===== config.mk =====
export PLATFORM = sky130hd
export DESIGN_NAME = uart_rx
export DESIGN_NICKNAME = d
export VERILOG_FILES = /design/src/rtl/uart_pkg.sv /design/src/rtl/sync2.sv /design/src/rtl/uart_rx.sv
export SDC_FILE = /design/constraint.sdc
export NUM_CORES = 1
export LEC_CHECK = 0
export BUFFER_PORTS_ARGS = -buffer_cell sky130_fd_sc_hd__buf_4
export CELL_PAD_IN_SITES_DETAIL_PLACEMENT = 0
export CELL_PAD_IN_SITES_GLOBAL_PLACEMENT = 1
export CORE_UTILIZATION = 48
export DETAILED_ROUTE_END_ITERATION = 8
export PLACE_DENSITY = 0.85
export SLEW_MARGIN = 20
export SYNTH_ARGS = -nofsm -noshare
export SYNTH_HDL_FRONTEND = slang
export SYNTH_SLANG_ARGS = --single-unit

===== constraint.sdc =====
create_clock -name clk100 -period 3.2 [get_ports clk100]
set_input_delay 0.48 -clock clk100 [delete_from_list [all_inputs] [get_ports clk100]]
set_output_delay 0.48 -clock clk100 [all_outputs]
set_load 0.01 [all_outputs]

===== src/rtl/uart_pkg.sv =====
// Shared UART definitions: receiver FSM states and framing constants.
// Also used by the transmitter for the default divisor.
package uart_pkg;

  typedef enum logic [1:0] {
    IDLE,
    START,
    DATA,
    STOP
  } state_t;

  localparam int UART_DEFAULT_DIVISOR = 868;
  localparam int UART_DATA_BITS = 8;

endpackage


===== src/rtl/sync2.sv =====
// Generic two-flop synchronizer for asynchronous inputs.
// Reset value is a parameter so idle-high pins come out of reset idle.
module sync2 #(
  parameter logic RST_VAL = 1'b1
) (
  input  logic clk,
  input  logic rst_n,
  input  logic d,
  output logic q
);

  logic meta;

  always_ff @(posedge clk) begin
    if (!rst_n) begin
      meta <= RST_VAL;
      q    <= RST_VAL;
    end else begin
      meta <= d;
      q    <= meta;
    end
  end

endmodule


===== src/rtl/uart_rx.sv =====
// 8N1 UART receiver, LSB first, one bit = BAUD_DIVISOR+1 clocks.
// Define UART_RX_MAJORITY_EN for 2-of-3 majority sampling.
module uart_rx
  import uart_pkg::*;
#(
  parameter int BAUD_DIVISOR = UART_DEFAULT_DIVISOR
) (
  input  logic       clk100,
  input  logic       rst_n,
  input  logic       rx,
  output logic [7:0] data,
  output logic       valid,
  output logic       frame_err,
  output logic       busy
);

  localparam logic [9:0] DIV_FULL = 10'(BAUD_DIVISOR);
  localparam logic [9:0] DIV_HALF = 10'(BAUD_DIVISOR / 2);

  state_t state, state_d;

  logic       rx_s;
  logic       rx_q;
  logic       sample;
  logic [9:0] timer, timer_d;
  logic [2:0] cnt, cnt_d;
  logic [UART_DATA_BITS-1:0] shift, shift_d;
  logic [7:0] data_d;
  logic       valid_d;
  logic       ferr_d;

  sync2 #(
    .RST_VAL(1'b1)
  ) u_sync (
    .clk  (clk100),
    .rst_n(rst_n),
    .d    (rx),
    .q    (rx_s)
  );

  always_ff @(posedge clk100) begin
    if (!rst_n) rx_q <= 1'b1;
    else        rx_q <= rx_s;
  end

`ifdef UART_RX_MAJORITY_EN
  logic m2, m1;

  // Two early looks at the line, just before the bit event.
  always_ff @(posedge clk100) begin
    if (!rst_n) begin
      m2 <= 1'b1;
      m1 <= 1'b1;
    end else if (state != IDLE) begin
      if (timer == 10'd2) m2 <= rx_s;
      if (timer == 10'd1) m1 <= rx_s;
    end
  end

  assign sample = (m2 & m1) | (m2 & rx_s) | (m1 & rx_s);
`else
  assign sample = rx_s;
`endif

  always_ff @(posedge clk100) begin
    if (!rst_n) begin
      state     <= IDLE;
      timer     <= '0;
      cnt       <= '0;
      shift     <= '0;
      data      <= '0;
      valid     <= 1'b0;
      frame_err <= 1'b0;
    end else begin
      state     <= state_d;
      timer     <= timer_d;
      cnt       <= cnt_d;
      shift     <= shift_d;
      data      <= data_d;
      valid     <= valid_d;
      frame_err <= ferr_d;
    end
  end

  always_comb begin
    state_d = state;
    timer_d = timer;
    cnt_d   = cnt;
    shift_d = shift;
    data_d  = data;
    valid_d = 1'b0;
    ferr_d  = 1'b0;
    unique case (state)
      IDLE: begin
        if (rx_q && !rx_s) begin
          timer_d = DIV_HALF;
          state_d = START;
        end
      end
      START: begin
        if (timer != '0) begin
          timer_d = timer - 10'd1;
        end else if (!sample) begin
          timer_d = DIV_FULL;
          cnt_d   = '0;
          state_d = DATA;
        end else begin
          state_d = IDLE;
        end
      end
      DATA: begin
        if (timer != '0) begin
          timer_d = timer - 10'd1;
        end else begin
          shift_d = {sample, shift[UART_DATA_BITS-1:1]};
          timer_d = DIV_FULL;
          cnt_d   = cnt + 3'd1;
          if (cnt == 3'd7) state_d = STOP;
        end
      end
      STOP: begin
        // Leave at mid-stop so a following start edge is not missed.
        if (timer != '0) begin
          timer_d = timer - 10'd1;
        end else begin
          if (sample) begin
            data_d  = shift;
            valid_d = 1'b1;
          end else begin
            ferr_d = 1'b1;
          end
          state_d = IDLE;
        end
      end
      default: state_d = IDLE;
    endcase
  end

  assign busy = (state != IDLE);

endmodule


==> run_results.csv <==
group,metric,value,unit
grt,overflow,0,
logic_synthesis,synthCells,200,
logic_synthesis,syn-num-nets,212,
final_layout,syn2layout_area_growth,11.0,%
clocking,cts_tree,"built",
logic_synthesis,synth_top_area_cell,"dfxtp_1",
grt,grt_start_max_net_pins,38,
grt,antenna_found_initial,0,
detailed_routing,post_drt_wl_per_cell,14.4,µm
clocking,h-tree-depth,2,
critical_path,path_class,"reg2reg",
critical_path,required,3.38,ns
logic_synthesis,synth_top_family_by_area,"simple AND/OR/NAND/NOR gates",
detailed_routing,num_vias,1461,
logic_synthesis,synth_simple_gate_area_share,22.5,%
outcome,status,"finished clean",
clocking,cts.repair.resized,0,
grt,grt_pass1_wl,6.48,mm
grt,grt_pass1_vias,1431,
logic_synthesis,synth_common_cells,"36 x dfxtp_1, 18 x nand2_1, 13 x a21boi_0",
sta,worst_hold_slack,0.382,ns
pwr,power.density,747,mW/mm²
detailed_routing,wirelength,3.69,mm
detailed_routing,first_pass_iters,4,
floorplanning,initial_utilization,51.3,%
clocking,insertion_delay,0.29,ns
logic_synthesis,synth_ff_type,"dfxtp_1",
sta,setup_viol,0,
sta,post-route-period-util,79.3,%
logic_synthesis,ys_top_cells_by_area,"dfxtp_1 41%, ha_1 6.4%, mux2i_1 6.2%, a21boi_0 5.5%, nor2b_1 3.9%",
detailed_routing,first_iter_violations,78,
placed_design,placed_cells,250,
floorplanning,row_count,21,
clocking,hold_buffers,0,
logic_synthesis,synth.avg_cell_area,8.83,µm²
sta,period_needed,2.54,ns
clocking,clock-sinks,36,
sta,finalSetupTns,0,ns
critical_path,crit_arrival,2.71,ns
final_layout,nets,223,
logic_synthesis,muxShareOfSynthArea,6.23,%
pwr,cell_internal_pwr,0.000868,W
sta,hold_violations,0,
logic_synthesis,synth-edff-count,0,
placed_design,dpl.hpwl,2.64,mm
sta,tightestPinTransition,0.909,ns
clocking,cts_buffer_depth,2,
logic_synthesis,synthXorXnorAreaFrac,0.496,%
logic_synthesis,synth-compound-area-share,18.9,%
flow_run,cap_violations,0,
clocking,path_clk_slew,0.07,ns
logic_synthesis,synth.yosys.seq_area_share,40.8,%
pwr,p_sw,0.000598,W
grt,grt_use_total,21.1,%
clocking,cts_root_buf,"clkbuf_8",
detailed_routing,viasPerCell,5.68,
placed_design,place_congestion,0.841,
logic_synthesis,netlist_area,0.00177,mm²
final_layout,multiInputGateArea,963,µm²
min_path,hold_class,"in2reg",
final_layout,regArea,721,µm²
floorplanning,core_area,0.00344,mm²
floorplanning,pin_count,14,
final_layout,final_cells,257,
pwr,switching_share,40.8,%
pwr,combPwrFrac,41.7,%
floorplanning,die_x,62.7,µm
pwr,p_seq_share,38.0,%
floorplanning,die_area,0.00393,mm²
detailed_routing,ant_nets,0,
placed_design,dpl_worst_slack,0.706,ns
logic_synthesis,yosysWarnings,0,
sta,fin_skew,0.00937,ns
critical_path,critPathMaxFanout,11,
logic_synthesis,synth_cell_types,37,
critical_path,crit_path_start_kind,"register",
logic_synthesis,ys_async_sr_fraction,0,%
logic_synthesis,synth_most_common_cell,"dfxtp_1",
clocking,numCtsBuffers,5,
pwr,vdd_drop_max,0.421,mV
sta,max_freq,394,MHz
floorplanning,dieHeight,62.7,µm
clocking,postCtsSetupBuffers,0,
final_layout,nFillCells,315,
sta,grt_setup_unrepaired,"false",
pwr,total_leakage_power,0.766,nW
logic_synthesis,synth_fa_ha_area_share,6.37,%
sta,slew_violations,0,
final_layout,diodes,0,
detailed_routing,route.detailed.drc,0,
sta,setup_ws,0.664,ns
placed_design,port_buffers,13,
critical_path,cp-end-kind,"register",
sta,relSlewSlack,38.6,%
final_layout,drive_above_1_share,13.3,%
pwr,p_clk_share,20.3,%
logic_synthesis,synth_top_area_share,40.8,%
logic_synthesis,yosys_register_bits,36,
cell families (layout without fill, tap and decap cells):
logic type	count (synthesis)	count (layout)
xor gates and xnor gates	1	1
AOI/OAI and AO/OA	49	49
buffers and inverters	20	31
DFF	36	36
adders and majority gates	9	9
and+or+nand+nor	74	74
muxes	11	11
power by group through the flow:
stage / sequential, W / combinational, W / clock [W]
after detailed placement: 0.000563 / 0.000601 / 0
after global placement: 0.000561 / 0.000587 / 0
after CTS: 0.000556 / 0.000605 / 0.000303
after global routing: 0.000568 / 0.000679 / 0.000324
final: 0.000557 / 0.000612 / 0.000297
after floorplan: 0.000547 / 0.000482 / 0
cell usage in the layout (no fill, tap or decap), types with 9 or more instances in the layout:
cell type,n
nand2_1,18
dfxtp_1,36
buf_4,14
a21oi_1,9
nand3_1,11
nor2b_1,11
o21ai_0,12
ha_1,9
inv_1,10
nor2_1,9
mux2i_1,11
a21boi_0,13
worst paths after layout:
check / startpoint / to / slack (ns) / cells after the start
worst min register to register: u_sync.meta / u_sync.q / 0.42 / 1
worst max-delay path: timer[0] / timer[3] / 0.66 / 8
worst min-delay path: rx / u_sync.meta / 0.38 / 2
worst max register to register: timer[0] / timer[3] / 0.66 / 8
through the flow:
step | util, % | instance area, µm² | total power (W)
6_report | 57.0 | 1960 | 0.00147
3_3_place_gp | 54.7 | 1880 | 0.00115
3_5_place_dp | 54.7 | 1880 | 0.00116
5_1_grt | 57.0 | 1960 | 0.00157
2_1_floorplan | - | 1770 | 0.00103
4_1_cts | 57.0 | 1960 | 0.00146
metal layers:
| metal | vias up | GRT usage (%) | wire [µm] |
|---|---|---|---|
| li1 | 727 | - | - |
| met1 | 676 | 25.5 | 1680 |
| met2 | 43 | 34.2 | 1710 |
| met3 | 15 | 5.84 | 176 |
| met4 | 0 | 10.5 | 123 |
| met5 | - | 0 | 0 |
state kept, by name, summed over array words and instances (netlist names), 3 cells and up, named ones only:
name	flops
timer	10
data	8
shift	8
cnt	3
worst max-delay path, cell delays in order (launching register included):
cell     delay, ns
dfxtp_1       0.34
inv_1         0.08
ha_1          0.16
or3b_2        0.51
nor3_4        0.37
buf_4         0.24
a21o_1        0.34
o21ai_0       0.15
a32o_1        0.23
layout make-up:
type / count / share of cell area, %
sequential: 36 / 36.7
tap: 46 / 2.93
timing repair buffer: 14 / 5.36
clock inverter: 1 / 0.255
inverter: 10 / 1.91
clock buffer: 6 / 3.70
multi-input combinational: 144 / 49.1
Power figures use the tool's default switching activity.
